===== src/rtl/axi4l_pkg.sv =====
// ============================================================================
// Module      : axi4l_pkg
// Description : Shared AXI4-lite response encodings and helpers for the
//               read/write slave pair.
// Revision    : 1.0 - initial release
// ============================================================================
`default_nettype none

package axi4l_pkg;

    typedef logic [1:0] resp_t;

    localparam resp_t RESP_OKAY   = 2'b00;
    localparam resp_t RESP_SLVERR = 2'b10;

    // Any raised collision flag from the core turns the response into SLVERR.
    function automatic resp_t collision_resp(input logic [1:0] coll);
        return (coll != 2'b00) ? RESP_SLVERR : RESP_OKAY;
    endfunction

endpackage

`default_nettype wire


===== src/rtl/axi4l_sync_fifo.sv =====
// ============================================================================
// Module      : axi4l_sync_fifo
// Description : Single-clock first-word fall-through FIFO, depth 2**ASIZE.
//               Extra pointer MSB distinguishes full from empty.
// Revision    : 1.0 - initial release
// ============================================================================
`default_nettype none

module axi4l_sync_fifo #(
    parameter int ASIZE = 3,
    parameter int DSIZE = 8
) (
    input  logic             clk,
    input  logic             srst_n,
    input  logic             winc,
    input  logic [DSIZE-1:0] wdata,
    output logic             wfull,
    input  logic             rinc,
    output logic [DSIZE-1:0] rdata,
    output logic             rempty
);

    localparam int DEPTH = 1 << ASIZE;

    logic [DSIZE-1:0] mem_q [DEPTH];
    logic [ASIZE:0]   wptr_q;
    logic [ASIZE:0]   wptr_d;
    logic [ASIZE:0]   rptr_q;
    logic [ASIZE:0]   rptr_d;
    logic             push;
    logic             pop;

    assign wfull  = (wptr_q[ASIZE] != rptr_q[ASIZE]) &&
                    (wptr_q[ASIZE-1:0] == rptr_q[ASIZE-1:0]);
    assign rempty = (wptr_q == rptr_q);
    assign push   = winc & ~wfull;
    assign pop    = rinc & ~rempty;
    assign wptr_d = wptr_q + {{ASIZE{1'b0}}, push};
    assign rptr_d = rptr_q + {{ASIZE{1'b0}}, pop};

    // Head entry is always visible; a push into an empty FIFO shows next cycle.
    assign rdata  = mem_q[rptr_q[ASIZE-1:0]];

    // Pointer registers; reset empties the FIFO without clearing storage.
    always_ff @(posedge clk) begin
        if (!srst_n) begin
            wptr_q <= '0;
            rptr_q <= '0;
        end else begin
            wptr_q <= wptr_d;
            rptr_q <= rptr_d;
        end
    end

    // Storage write on an accepted push.
    always_ff @(posedge clk) begin
        if (push) begin
            mem_q[wptr_q[ASIZE-1:0]] <= wdata;
        end
    end

endmodule

`default_nettype wire


===== src/rtl/axi4l_write.sv =====
// ============================================================================
// Module      : axi4l_write
// Description : AXI4-lite write slave. Queues AW and W independently, pairs
//               them in order, issues single-cycle core writes and returns
//               one B response per write (SLVERR on core collision).
// Revision    : 1.0 - initial release
// ============================================================================
`default_nettype none

module axi4l_write
    import axi4l_pkg::*;
#(
    parameter int MAX_OR     = 8,
    parameter int ADDR_WIDTH = 3,
    parameter int DATA_WIDTH = 8
) (
    input  logic                    aclk,
    input  logic                    aresetn,
    input  logic                    awvalid,
    output logic                    awready,
    input  logic [ADDR_WIDTH-1:0]   awaddr,
    input  logic [1:0]              awprot,
    input  logic                    wvalid,
    output logic                    wready,
    input  logic [DATA_WIDTH-1:0]   wdata,
    input  logic [DATA_WIDTH/8-1:0] wstrb,
    output logic                    bvalid,
    input  logic                    bready,
    output logic [1:0]              bresp,
    output logic                    wren,
    output logic [ADDR_WIDTH-1:0]   wraddr,
    output logic [DATA_WIDTH-1:0]   wrdata,
    output logic [DATA_WIDTH/8-1:0] wrstrb,
    input  logic [1:0]              wrcollision
);

    localparam int                PTR_W     = $clog2(MAX_OR);
    localparam int                CNT_W     = PTR_W + 1;
    localparam int                STRB_W    = DATA_WIDTH / 8;
    localparam logic [CNT_W-1:0]  OUTST_MAX = CNT_W'(MAX_OR);

    logic                         rdy_q;
    logic                         pend_q;
    logic [CNT_W-1:0]             outst_q;
    logic [CNT_W-1:0]             outst_d;

    logic                         aw_full;
    logic                         aw_empty;
    logic                         w_full;
    logic                         w_empty;
    logic                         b_full;
    logic                         b_empty;
    logic [STRB_W+DATA_WIDTH-1:0] w_head;
    resp_t                        b_head;
    logic                         b_pop;

    // awprot carries no meaning here; b_full cannot assert because the
    // outstanding credit bounds B FIFO occupancy.
    logic                         unused_sig;
    assign unused_sig = ^{awprot, b_full};

    // Readies are held low until the first cycle after reset is released.
    assign awready = rdy_q & ~aw_full;
    assign wready  = rdy_q & ~w_full;

    assign wren    = ~aw_empty & ~w_empty & (outst_q < OUTST_MAX);
    assign {wrstrb, wrdata} = w_head;

    assign bvalid  = ~b_empty;
    assign bresp   = b_empty ? RESP_OKAY : b_head;
    assign b_pop   = bvalid & bready;

    axi4l_sync_fifo #(
        .ASIZE (PTR_W),
        .DSIZE (ADDR_WIDTH)
    ) u_aw_fifo (
        .clk    (aclk),
        .srst_n (aresetn),
        .winc   (awvalid & awready),
        .wdata  (awaddr),
        .wfull  (aw_full),
        .rinc   (wren),
        .rdata  (wraddr),
        .rempty (aw_empty)
    );

    axi4l_sync_fifo #(
        .ASIZE (PTR_W),
        .DSIZE (STRB_W + DATA_WIDTH)
    ) u_w_fifo (
        .clk    (aclk),
        .srst_n (aresetn),
        .winc   (wvalid & wready),
        .wdata  ({wstrb, wdata}),
        .wfull  (w_full),
        .rinc   (wren),
        .rdata  (w_head),
        .rempty (w_empty)
    );

    axi4l_sync_fifo #(
        .ASIZE (PTR_W),
        .DSIZE (2)
    ) u_b_fifo (
        .clk    (aclk),
        .srst_n (aresetn),
        .winc   (pend_q),
        .wdata  (collision_resp(wrcollision)),
        .wfull  (b_full),
        .rinc   (b_pop),
        .rdata  (b_head),
        .rempty (b_empty)
    );

    // Outstanding credit: counts writes issued but not yet acknowledged on B.
    always_comb begin
        outst_d = outst_q;
        unique case ({wren, b_pop})
            2'b10:   outst_d = outst_q + 1'b1;
            2'b01:   outst_d = outst_q - 1'b1;
            default: outst_d = outst_q;
        endcase
    end

    // Ready enable, completion flag and credit counter.
    always_ff @(posedge aclk) begin
        if (!aresetn) begin
            rdy_q   <= 1'b0;
            pend_q  <= 1'b0;
            outst_q <= '0;
        end else begin
            rdy_q   <= 1'b1;
            pend_q  <= wren;
            outst_q <= outst_d;
        end
    end

endmodule

`default_nettype wire


===== config.mk =====
export PLATFORM = sky130hd
export DESIGN_NAME = axi4l_write
export DESIGN_NICKNAME = d
export VERILOG_FILES = /design/src/rtl/axi4l_pkg.sv /design/src/rtl/axi4l_sync_fifo.sv /design/src/rtl/axi4l_write.sv
export SDC_FILE = /design/constraint.sdc
export NUM_CORES = 1
export LEC_CHECK = 0
export BUFFER_PORTS_ARGS = -buffer_cell sky130_fd_sc_hd__buf_4
export CAP_MARGIN = 20
export CORE_ASPECT_RATIO = 0.75
export CORE_MARGIN = 5
export CORE_UTILIZATION = 34
export CTS_CLUSTER_SIZE = 28
export DETAILED_ROUTE_END_ITERATION = 8
export PLACE_DENSITY = 0.49
export SLEW_MARGIN = 20
export SYNTH_ARGS = -nofsm -noshare
export SYNTH_HDL_FRONTEND = slang
export SYNTH_SLANG_ARGS = --single-unit

===== constraint.sdc =====
create_clock -name aclk -period 2.3 [get_ports aclk]
set_input_delay 0.575 -clock aclk [delete_from_list [all_inputs] [get_ports aclk]]
set_output_delay 0.575 -clock aclk [all_outputs]
set_load 0.02 [all_outputs]

# After elaboration in Yosys (flattened, before gate mapping)

Memories as Yosys holds them, arrays and structs flattened. A register that Yosys moved wholly into a read port is not among the register bits.
Index checks and enable logic that the tools add are counted.

Add/sub/neg operators: 8
Magnitude comparators: 1
Eq/ne operators: 11
Mux-type cells: 13
Bitwise operators: 19
Reductions and logical operators: 5

Operator list:

| kind                                                | count |
|---|---|
| adder 4 x 1 -> 4 bit                                | 6 |
| bitwise AND 1 bit                                   | 13 |
| equality test 4 bit                                 | 3 |
| equality test 3 bit                                 | 3 |
| 2-to-1 mux 3 bit                                    | 3 |
| one-hot mux 4 bit (2 select lines)                  | 1 |
| 2-to-1 mux 1 bit                                    | 7 |
| NOT 1 bit                                           | 6 |
| adder 4 x 1 -> 4 bit, second input constant         | 1 |
| < comparator 4 bit, second input constant           | 1 |
| 2-to-1 mux 2 bit                                    | 2 |
| nonzero test 2 bit                                  | 2 |
| subtractor 4 x 1 -> 4 bit, second input constant    | 1 |
| logical AND 1 bit                                   | 3 |
| inequality test 1 bit                               | 3 |
| equality test 2 x 1 -> 1 bit, second input constant | 1 |
| equality test 2 bit, second input constant          | 1 |

Bits in registers: 30
Bits in writable memories: 112
Input port bits: 21
Output and inout port bits: 18
Word-level logic and storage cells: 69
Memories: 3

Memories:

| name            | depth | width | read ports | clocked after Yosys merged registers in | wr ports | RTL line              | source |
|---|---|---|---|---|---|---|---|
| u_w_fifo.mem_q  | 8     | 9     | 1          | 1                                       | 1        | axi4l_sync_fifo.sv:25 | `logic [DSIZE-1:0] mem_q [DEPTH];` |
| u_aw_fifo.mem_q | 8     | 3     | 1          | 1                                       | 1        | axi4l_sync_fifo.sv:25 |  |
| u_b_fifo.mem_q  | 8     | 2     | 1          | 1                                       | 1        | axi4l_sync_fifo.sv:25 |  |

# Longest topological paths before layout

Gate-level depths: netlist of run 1.

Depth after elaboration: 8
Mapped depth: 11
Gate-level depth less buffers: 10

# By module

From an unflattened synthesis of run 1, not the netlist that was laid out.

Cell total of the unflattened synthesis: 359
Area, all modules: 6164.7 um^2

Modules (own cells, without submodules):

| module                       | instances | cells each | area each (um^2) | seq. area each (um^2) |
|---|---|---|---|---|
| axi4l_sync_fifo at u_w_fifo  | 1         | 156        | 3279.4           | 2322.2 |
| axi4l_sync_fifo at u_aw_fifo | 1         | 87         | 1410.1           | 880.8 |
| axi4l_sync_fifo at u_b_fifo  | 1         | 76         | 1109.8           | 640.6 |
| axi4l_write                  | 1         | 40         | 365.4            | 120.1 |

# Worst setup path before layout of run 1

OpenSTA, ideal clock, no wires.

Path type: register to register
Start: reg u_b_fifo.wptr_q[2]
End: reg outst_q[3]
Library setup time: 0.072 ns
Arrival time: 2.486 ns
Data required time: 2.228 ns
Path slack: -0.257 ns
Stages on the path, launching flop included: 11
Path buffers: 1
Clock period less this slack: 2.557 ns
Cells stage by stage: dfxtp_1 clkbuf_1 xnor2_1 nand4b_1 and2_1 ha_1 ha_1 a21o_1 a21oi_1 mux2i_1 mux2i_1

Cells in the longest elaborated chain, start to end: 5
Elaborated cells on any way between the ends: 7
Classes of those cells: eq/ne (3); mux (1); bitwise (2); reduce/logical (1)

Ends and longest elaborated chain:

| what                                                                     | RTL line              | source |
|---|---|---|
| start: declaration                                                       | axi4l_sync_fifo.sv:26 | `logic [ASIZE:0] wptr_q;` |
| start signal: assignment                                                 | axi4l_sync_fifo.sv:50 | `wptr_q <= wptr_d;` |
| equality test 4 bit (*)                                                  | axi4l_sync_fifo.sv:35 | `assign rempty = (wptr_q == rptr_q);` |
| NOT 1 bit (*)                                                            | axi4l_write.sv:69     | `assign bvalid = ~b_empty;` |
| named net bvalid                                                         | axi4l_write.sv:27     | `output logic bvalid,` |
| bitwise AND 1 bit (*)                                                    | axi4l_write.sv:71     | `assign b_pop = bvalid & bready;` |
| equality test 2 x 1 -> 1 bit or equality test 2 bit (tied branches)      | axi4l_write.sv:118    | `unique case ({wren, b_pop})` |
| one-hot mux 4 bit (2 select lines) or nonzero test 2 bit (tied branches) | n/a                   |  |
| end signal: assignment                                                   | axi4l_write.sv:134    | `outst_q <= outst_d;` |
| end: declaration                                                         | axi4l_write.sv:44     | `logic [CNT_W-1:0] outst_q;` |

Mark *: on every way through the listed nets, which the timed path passes. The rest lies on a longest branch.
A chain may end at the register's enable or synchronous reset.

==> metrics.csv, run 1 <==
stage;metric;value;unit
synth;Mapped Nets;382;
floorplanning;Die Y;122;um
sta;Hold Fails Final Rpt;0;
global_routing;initial antenna violation count;0;
place;post-placement cell count;595;
synth;sequential element share of the synthesized area;0.657;
drt;routed len/inst;17.3;um
power;Max IR drop VDD;0.000485;V
worst_setup_path;Crit. End Element;output port;
layout;share of cells above drive strength 1;0.392;
worst_setup_path;r2r startpoint;u_w_fifo.rptr_q[0]$_SDFF_PN0_;
floorplanning;die area;19400;um2
sta;Hold WS;0.398;ns
floorplanning;Die W;159;um
synth;Mapped Cells;345;
synth;cell taking the most area after synthesis;edfxtp_1;
drt;post-route ant nets;0;
worst_setup_path;worst-path maximum fanout;5;
drt;Iter 0 DRT Violations;185;
synth;async set or reset register ratio after synthesis;0;
synth;synthesized area;5670;um2
power;PD cells;799;nW/um2
global_routing;GRT Total Usage;0.122;
min_path;min-delay worst type;in -> reg;
sta;Slew HR;0.523;
place;post-DP HPWL;6940;um
drt;via count;2990;
worst_setup_path;R2R Setup Slk;-0.07;ns
global_routing;GR Overflow Total;0;
clocking;maximum buffer depth of the clock tree;2;
synth;Synth top area share;0.551;
min_path;min-delay src;awaddr[2];
floorplanning;core area;16200;um2
worst_setup_path;R2R Path End;outst_q[3]$_SDFFE_PN0P_;
synth;largest cells by area after synthesis;edfxtp_1, dfxtp_1, mux4_1, and2_1, ha_1;
clocking;total CTS buffers;17;
drt;Pre-Repair DR Iteration Count;5;
worst_setup_path;Crit-path slowest cell;mux4_2;
drt;number of vias per cell;4.74;
clocking;CTS Sinks;134;
synth;#FFs+latches synth;134;
layout;post-layout net count;446;
worst_setup_path;worst path arrival time;1.92;ns
sta;setup_tns;-2.24;ns
worst_setup_path;Register-to-Register Path Depth;11;
worst_setup_path;buffers and inverters on the worst path;2;
floorplanning;Ports;39;
power;Leakage;2.59;nW
status;status;complete, but fails checks;
drt;DRC;0;
sta;actual slew at the worst max-slew pin;0.714;ns
worst_setup_path;critical-path cell list;buf_8 > mux4_2 > mux2_4 > buf_6;
worst_setup_path;startpoint types;register;
synth;Ys Warns;0;
sta;RSZ-0062 raised after global routing;yes;
global_routing;first-pass GRT wire length;17900;um
worst_setup_path;CP delay by family, top;multiplexers;
synth;ys flop type;edfxtp_1;
sta;final max-slew violation count;0;
worst_setup_path;Crit path largest cell delay;0.51;ns
floorplanning;Rows;40;
layout;Final Util;0.440;
synth;EDFF count, synth;104;
sta;f_max;400;MHz
flow_run;number of max-cap violations;0;
power;total power;5.68;mW
clocking;H-tree Lvls;4;
sta;minimum clock period;2.50;ns
min_path;hold path cells;1;
sta;Clock Skew;0.00865;ns
clocking;CTS clk-pin slew, worst paths;0.06;ns
sta;Tcrit/Tclk final;1.09;
layout;Finished Cell Area;7120;um2
clocking;clk root buf;clkbuf_16;
floorplanning;Initial Util;0.351;
place;worst slack, placed;-0.0568;ns
place;Placer Congestion;0.755;
place;port buffer count;35;
clocking;clk_lat worst skew;0.41;ns
place;placed cell area;6340;um2
worst_setup_path;Worst Setup Path Type;reg -> out;
synth;post-synth cell types;35;
sta;Final WS setup;-0.199;ns
synth;Syn Area/Cell;16.4;um2
clocking;CTS tree;done;
min_path;hold endpoint;u_aw_fifo.mem_q[7][2]$_DFFE_PP_;
layout;area grow syn2layout;25.6;%
global_routing;vias in the first global route;3105;
layout;antenna diode count;0;
drt;drt total wl;10900;um
global_routing;largest net degree at the start of global routing;31;
worst_setup_path;CP required;1.73;ns
status;violated checks;setup timing;
sta;count of final setup violators;15;
layout;Final Instance Count excl. Fillers;631;
## sequential cells by signal (all words and copies together) (netlist names)
name,cells
rdy_q,1
u_w_fifo.rptr_q,4
outst_q,4
u_aw_fifo.rptr_q,4
u_aw_fifo.mem_q,24
u_aw_fifo.wptr_q,4
u_w_fifo.mem_q,72
u_b_fifo.mem_q,8
u_b_fifo.rptr_q,4
u_w_fifo.wptr_q,4
pend_q,1
u_b_fifo.wptr_q,4
## cell families after synthesis
kind of cell,after synthesis,synth area share
AO/OA/AOI/OAI,4,0.00397
XOR/XNOR,26,0.0402
adder cells (fa/ha/maj),16,0.0366
buffers and inverters,22,0.0208
flip-flops,134,0.657
multiplexers,41,0.144
other,1,0.000662
AND/OR/NAND/NOR,101,0.0965
## how the worst max path moves through the flow
stage	startpoint	end	slack (ns)	cells past startpoint
global placement	u_w_fifo.wptr_q[0]$_SDFF_PN0_	u_w_fifo.mem_q[6][7]$_DFFE_PP_	0.02	4
detailed placement	u_w_fifo.wptr_q[0]$_SDFF_PN0_	u_w_fifo.mem_q[5][7]$_DFFE_PP_	-0.06	4
global route	u_w_fifo.rptr_q[0]$_SDFF_PN0_	wrdata[3]	-0.28	4
finish	u_w_fifo.rptr_q[0]$_SDFF_PN0_	wrdata[3]	-0.20	4
CTS	u_w_fifo.rptr_q[0]$_SDFF_PN0_	wrdata[1]	-0.24	4
floorplan	u_w_fifo.rptr_q[0]$_SDFF_PN0_	u_w_fifo.mem_q[0][0]$_DFFE_PP_	0.04	5
## routing by layer
| metal | global-route usage | vias up | share of wire |
|---|---|---|---|
| li1 | - | 1425 | - |
| met3 | 0.0386 | 11 | 0.036 |
| met1 | 0.177 | 1501 | 0.51 |
| met2 | 0.171 | 53 | 0.44 |
| met5 | 0 | - | 0 |
| met4 | 0.0458 | 0 | 0.012 |
## Yosys cell counts, types with 2 or more instances
master      n
nor2_1     22
nor3_1      8
nand2b_1    4
nand4b_1    3
nand4_1     3
mux2_2     12
mux2i_1     3
mux4_2      8
nand3_1     7
ha_1       15
or2_2       2
nor4_1      5
edfxtp_1  104
nor2b_1     2
xor2_1     14
clkbuf_1    5
buf_6       3
and2_1     30
mux4_1     18
inv_1       5
xnor2_1    12
nand2_1    11
nor4b_1     2
buf_2       6
o21ai_0     2
dfxtp_1    30
## worst reg2reg max path: stages (launching register included)
cell and delay, ns:
dfxtp_4 0.39, buf_6 0.14, xor2_4 0.18, nor4b_4 0.32, nor3_2 0.09, inv_1 0.09, ha_4 0.17, ha_4 0.20
a21o_1 0.16, a21oi_2 0.13, mux2i_1 0.24, mux2i_1 0.20
## cells in the final DEF (no fill, tap or decap), types with 12 or more instances in the layout
cell,netlist,routed
mux2_4,0,12
buf_6,3,15
edfxtp_1,104,104
ha_1,15,13
dfxtp_1,30,21
and2_1,30,28
mux4_2,8,26
buf_4,1,42
nor2_1,22,16
clkbuf_16,0,17
## final cells by class
cell class	instances	area, um2
inverters	5	18.8
well taps	210	263
clock buffers	17	425
multi-input cells	189	1980
flip-flops and latches	134	3740
repair buffers	62	577
clock inverters	14	113
fillers	1442	9050
## report_power, final
group / leakage [nW] / switching, mW / internal, mW
registers: 1.19 / 0.0337 / 2.65
clock network: 0.255 / 0.977 / 1.46
logic: 1.14 / 0.251 / 0.312
total: 2.59 / 1.26 / 4.42
## what timing repair did
| item | 4_1_cts | 5_1_grt |
|---|---|---|
| hold buffers | 0 | 0 |
| gates resized for setup | 72 | 15 |
| hold endpoints to repair | 0 | 0 |
| pin swaps | 7 | 6 |
| setup endpoints to repair | 35 | 20 |
| gates cloned | 2 | 0 |
| buffers inserted | 4 | 0 |
Power figures use the tool's default switching activity.
==> run 2: changes to the inputs <==
--- a/config.mk
+++ b/config.mk
@@ -6,13 +6,13 @@
 export NUM_CORES = 1
 export LEC_CHECK = 0
 export BUFFER_PORTS_ARGS = -buffer_cell sky130_fd_sc_hd__buf_4
-export CAP_MARGIN = 20
 export CORE_ASPECT_RATIO = 0.75
 export CORE_MARGIN = 5
 export CORE_UTILIZATION = 34
 export CTS_CLUSTER_SIZE = 28
 export DETAILED_ROUTE_END_ITERATION = 8
-export PLACE_DENSITY = 0.49
+export GPL_TIMING_DRIVEN = 0
+export PLACE_DENSITY = 0.47
 export SLEW_MARGIN = 20
 export SYNTH_ARGS = -nofsm -noshare
 export SYNTH_HDL_FRONTEND = slang
==> constraint.sdc (replaced) <==
create_clock -name aclk -period 3 [get_ports aclk]
set_input_delay 0.75 -clock aclk [delete_from_list [all_inputs] [get_ports aclk]]
set_output_delay 0.75 -clock aclk [all_outputs]
set_load 0.02 [all_outputs]
==> run 2 against run 1 <==
Net effect:
- the flow now finishes without violations
- first-iteration DRC count is 35% lower
- clock skew is 0.00053 ns lower
- flip-flop and latch count stayed put
- non-clock buffer count is 8 lower
- clock power is 17% lower
- critical path depth is 1 higher
==> metrics.csv, run 2 (synthesis results as in run 1) <==
stage;metric;value;unit
status;status;finished, final reports clean;
place;port buffer count;35;
floorplanning;die area;19400;um2
sta;count of final setup violators;0;
clocking;H-tree Lvls;4;
floorplanning;Rows;40;
layout;fillcell total;1483;
power;PD cells;644;nW/um2
worst_setup_path;Crit path largest cell delay;0.55;ns
layout;max reg flops;72;
floorplanning;Die Y;122;um
layout;commonest cells after routing, fill and taps aside;edfxtp_1, buf_4, and2_1, dfxtp_1, nor2_1;
drt;routed len/inst;17.1;um
floorplanning;Die W;159;um
sta;Clock Skew;0.00812;ns
worst_setup_path;worst-path maximum fanout;10;
clocking;clk root buf;clkbuf_16;
worst_setup_path;startpoint types;register;
flow_run;number of max-cap violations;0;
min_path;hold path cells;1;
sta;RSZ-0062 raised after global routing;no;
place;post-placement cell count;592;
sta;Tcrit/Tclk final;0.964;
drt;via count;2896;
drt;post-route ant nets;0;
global_routing;vias in the first global route;2945;
clocking;total CTS buffers;17;
layout;share of cells above drive strength 1;0.244;
power;Leakage;2.49;nW
clocking;hold buffers post-CTS;0;
floorplanning;Ports;39;
global_routing;GRT Total Usage;0.115;
layout;Finished Cell Area;6810;um2
clocking;maximum buffer depth of the clock tree;2;
place;post-DP HPWL;7190;um
layout;antenna diode count;0;
min_path;min-delay worst type;in -> reg;
drt;DRC;0;
sta;actual slew at the worst max-slew pin;1.08;ns
worst_setup_path;Crit. End Element;output port;
sta;f_max;346;MHz
power;Max IR drop VDD;0.000372;V
drt;number of vias per cell;4.64;
layout;most common cell after layout, fill and taps aside;edfxtp_1;
sta;final max-slew violation count;0;
drt;Pre-Repair DR Iteration Count;4;
worst_setup_path;r2r startpoint;u_w_fifo.wptr_q[1]$_SDFF_PN0_;
worst_setup_path;most used cell, CP;buf_8;
worst_setup_path;R2R Path End;outst_q[3]$_SDFFE_PN0P_;
clocking;CTS tree;done;
global_routing;first-pass GRT wire length;16500;um
worst_setup_path;R2R Setup Slk;0.22;ns
clocking;CTS clk-pin slew, worst paths;0.05;ns
layout;post-layout net count;438;
min_path;min-delay src;aresetn;
worst_setup_path;CP required;2.25;ns
global_routing;GR Overflow Total;0;
clocking;CTS Sinks;134;
drt;drt total wl;10700;um
layout;Storage cell area;3720;um2
sta;minimum clock period;2.89;ns
global_routing;largest net degree at the start of global routing;17;
global_routing;initial antenna violation count;0;
place;Placer Congestion;0.718;
clocking;clk_lat worst skew;0.41;ns
layout;multi-input combinational cell area;1850;um2
worst_setup_path;Crit-path slowest cell;mux4_1;
sta;Hold Fails Final Rpt;0;
worst_setup_path;critical-path cell list;buf_8 > buf_8 > mux4_1 > mux2_2 > buf_4;
worst_setup_path;Register-to-Register Path Depth;10;
layout;area grow syn2layout;20.2;%
min_path;hold endpoint;rdy_q$_DFF_P_;
floorplanning;Initial Util;0.351;
worst_setup_path;worst path arrival time;2.14;ns
sta;Slew HR;0.276;
floorplanning;core area;16200;um2
place;placed cell area;6220;um2
layout;Final Instance Count excl. Fillers;624;
worst_setup_path;Worst Setup Path Type;reg -> out;
drt;Iter 0 DRT Violations;120;
==> run 2: cell type report <==
class	count	area share
Inverter	5	0.00275
Timing Repair Buffer	37	0.0400
Clock buffer	20	0.0641
Buffer	17	0.0160
Multi-Input combinational cell	189	0.272
Tap cell	210	0.0386
Clock inverter	12	0.0198
Sequential cell	134	0.547
==> run 2: metrics by stage <==
step	total power [mW]	setup slack, ns	util	TNS (ns)	hold slack [ns]
global placement	2.40	-0.249	0.383	-4.19	0.487
detailed placement	2.41	-0.0194	0.385	-0.0194	0.504
CTS	4.45	0.0367	0.421	0	0.432
finish	4.39	0.109	0.421	0	0.454
floorplan	2.29	0.443	-	0	0.474
global route	4.56	0.00767	0.421	0	0.434
==> run 2: what timing repair did <==
| item | CTS | global route |
|---|---|---|
| endpoints found under the setup margin | 10 | 5 |
| setup buffers | 0 | 0 |
| gates cloned | 0 | 0 |
| gates resized for setup | 3 | 2 |
==> run 2: routing by layer <==
layer | GRT usage | wire length (um)
met4 | 0.0479 | 165
met3 | 0.0352 | 350
met2 | 0.185 | 5120
met5 | 0 | 0
met1 | 0.147 | 5030
==> run 2: worst max path at each step <==
stage,depth (start not counted),slack [ns],startpoint,to
floorplan,10,0.44,u_b_fifo.wptr_q[2]$_SDFF_PN0_,outst_q[3]$_SDFFE_PN0P_
detailed placement,10,-0.02,u_w_fifo.wptr_q[1]$_SDFF_PN0_,outst_q[3]$_SDFFE_PN0P_
CTS,5,0.04,u_w_fifo.rptr_q[0]$_SDFF_PN0_,wrdata[4]
global placement,3,-0.25,wvalid,u_w_fifo.mem_q[0][1]$_DFFE_PP_
finish,5,0.11,u_w_fifo.rptr_q[0]$_SDFF_PN0_,wrdata[4]
global route,5,0.008,u_w_fifo.rptr_q[0]$_SDFF_PN0_,wrdata[0]
==> run 2: power by group <==
group,internal (mW),switching [mW],leakage (nW)
sequential,2.03,0.0189,1.18
clock,1.29,0.727,0.274
combinational,0.158,0.165,1.04
==> run 2: worst max-delay path: cells and delay by family (launching register included) <==
kind,cells,cell delay (ns)
buffers and inverters,3,0.51
flip-flops,1,0.36
multiplexers,2,0.85
==> run 3: changes to the inputs <==
--- a/config.mk
+++ b/config.mk
@@ -5,6 +5,7 @@
 export SDC_FILE = /design/constraint.sdc
 export NUM_CORES = 1
 export LEC_CHECK = 0
+export ABC_AREA = 1
 export BUFFER_PORTS_ARGS = -buffer_cell sky130_fd_sc_hd__buf_4
 export CORE_ASPECT_RATIO = 0.75
 export CORE_MARGIN = 5
@@ -16,4 +17,5 @@
 export SLEW_MARGIN = 20
 export SYNTH_ARGS = -nofsm -noshare
 export SYNTH_HDL_FRONTEND = slang
+export SYNTH_HIERARCHICAL = 1
 export SYNTH_SLANG_ARGS = --single-unit
==> run 3 against run 2 <==
Net effect:
- register-to-register slack improved by 0.04 ns
- area after synthesis increased by 12%
- die area increased by 11%
- worst hold slack improved by 0.033 ns
- via count increased by 52%
- synthesized cell count increased by 83%
- first-iteration DRC count increased by 130%
- maximum frequency increased by 5.4%
- critical path type is now reg -> reg
==> metrics.csv, run 3 <==
stage;metric;value;unit
place;Placer Congestion;0.758;
global_routing;vias in the first global route;4206;
sta;RSZ-0062 raised after global routing;no;
clocking;maximum buffer depth of the clock tree;2;
drt;via count;4408;
clocking;H-tree Lvls;4;
clocking;CTS Sinks;142;
place;post-DP HPWL;9360;um
global_routing;first-pass GRT wire length;22200;um
sta;Tcrit/Tclk final;0.914;
sta;minimum clock period;2.74;ns
power;Max IR drop VDD;0.000298;V
worst_setup_path;CP required;3.04;ns
power;Leakage;3.00;nW
floorplanning;Die Y;128;um
floorplanning;die area;21500;um2
layout;most common cell after layout, fill and taps aside;nor2_1;
place;port buffer count;36;
clocking;# Post-CTS Setup Buffers;0;
worst_setup_path;critical-path cell list;inv_2 > nand2_1 > nand2_1 > nand4_2 > inv_1 > nor3b_1 > nand2_4 > nor2_1;
worst_setup_path;worst-path maximum fanout;10;
min_path;min-delay worst type;reg -> reg;
drt;post-route ant nets;0;
clocking;clk root buf;clkbuf_16;
sta;Hold Fails Final Rpt;0;
worst_setup_path;Crit path largest cell delay;0.84;ns
sta;final max-slew violation count;0;
synth;Mapped Cells;633;
floorplanning;Ports;39;
floorplanning;Initial Util;0.344;
floorplanning;core area;18400;um2
layout;share of cells above drive strength 1;0.161;
sta;count of final setup violators;0;
drt;Pre-Repair DR Iteration Count;5;
layout;area grow syn2layout;19.0;%
global_routing;initial antenna violation count;0;
clocking;clk_lat worst skew;0.42;ns
drt;Iter 0 DRT Violations;280;
layout;post-layout net count;731;
sta;setup_tns;0;ns
synth;Ys Warns;6;
status;status;finished, final reports clean;
worst_setup_path;Crit. End Element;register;
global_routing;GR Overflow Total;0;
synth;synthesized area;6330;um2
worst_setup_path;worst path arrival time;2.78;ns
worst_setup_path;startpoint types;register;
layout;antenna diode count;0;
power;total power;4.46;mW
clocking;post-CTS sizing;0;
sta;Slew HR;0.265;
worst_setup_path;Worst Setup Path Type;reg -> reg;
worst_setup_path;CP delay by family, top;simple AND/OR/NAND/NOR gates;
floorplanning;Rows;43;
clocking;hold buffers post-CTS;0;
clocking;CTS clk-pin slew, worst paths;0.06;ns
sta;f_max;365;MHz
clocking;total CTS buffers;17;
worst_setup_path;most used cell, CP;nand2_1;
worst_setup_path;Crit-path slowest cell;nor2_1;
power;PD cells;592;nW/um2
layout;commonest cells after routing, fill and taps aside;nor2_1, edfxtp_1, nand2_1;
layout;max reg flops;72;
drt;number of vias per cell;4.62;
global_routing;largest net degree at the start of global routing;28;
worst_setup_path;buffers and inverters on the worst path;2;
drt;routed len/inst;14.6;um
clocking;CTS tree;done;
synth;Syn Area/Cell;10.0;um2
floorplanning;Die W;168;um
drt;drt total wl;13900;um
drt;DRC;0;
flow_run;number of max-cap violations;0;
sta;Clock Skew;0.00969;ns
global_routing;GRT Total Usage;0.134;
sta;actual slew at the worst max-slew pin;1.10;ns
-- run 3: final cells by class --
class	count	area, um2
plain buffers	24	195
clock buffers	17	425
clock inverters	15	173
fillers	1824	10900
inverters	56	213
multi-input cells	418	1990
flip-flops and latches	142	3960
well taps	247	309
repair buffers	36	270
-- run 3: report_power, final --
part           internal [mW]  leakage [nW]  total, mW  switching, mW
combinational         0.0760          1.46      0.205          0.129
clock                   1.19         0.287       2.10          0.913
sequential              2.15          1.25       2.16         0.0148
-- run 3: final timing paths --
check	from	end	slack [ns]	cells after the start
max reg2reg	u_w_fifo/rptr_q[2]$_SDFF_PN0_	u_w_fifo/mem_q[2][2]$_DFFE_PP_	0.26	8
min	u_aw_fifo/wptr_q[3]$_SDFF_PN0_	u_aw_fifo/wptr_q[3]$_SDFF_PN0_	0.49	2
min reg2reg	u_aw_fifo/wptr_q[3]$_SDFF_PN0_	u_aw_fifo/wptr_q[3]$_SDFF_PN0_	0.49	2
max	u_w_fifo/rptr_q[2]$_SDFF_PN0_	u_w_fifo/mem_q[2][2]$_DFFE_PP_	0.26	8
-- run 3: routing by layer --
metal	vias up	global-route usage	wire, um	part of all wire
met4	0	0.0329	106	0.0076
met1	2095	0.183	6960	0.50
met5	-	0	0	0
met2	66	0.214	6350	0.46
li1	2240	-	-	-
met3	7	0.0391	516	0.037
-- run 3: through the flow --
| step | worst slack [ns] | hold WS [ns] | instance area (um2) | utilization | std cells |
|---|---|---|---|---|---|
| after global routing | 0.00298 | 0.529 | 7540 | 0.410 | 955 |
| after CTS | 0.182 | 0.490 | 7540 | 0.410 | 955 |
| after detailed placement | 0.213 | 0.479 | 6940 | 0.377 | 923 |
| after global placement | 0.164 | 0.471 | 6940 | 0.377 | 923 |
| final | 0.257 | 0.488 | 7540 | 0.410 | 955 |
| after floorplan | 0.296 | 0.458 | 6360 | - | 640 |
-- run 3: worst register-to-register path, cell delays in order, from the launching register on --
cell     delay, ns
dfxtp_1       0.42
inv_2         0.16
nand2_1       0.09
nand2_1       0.08
nand4_2       0.12
inv_1         0.08
nor3b_1       0.41
nand2_4       0.14
nor2_1        0.85
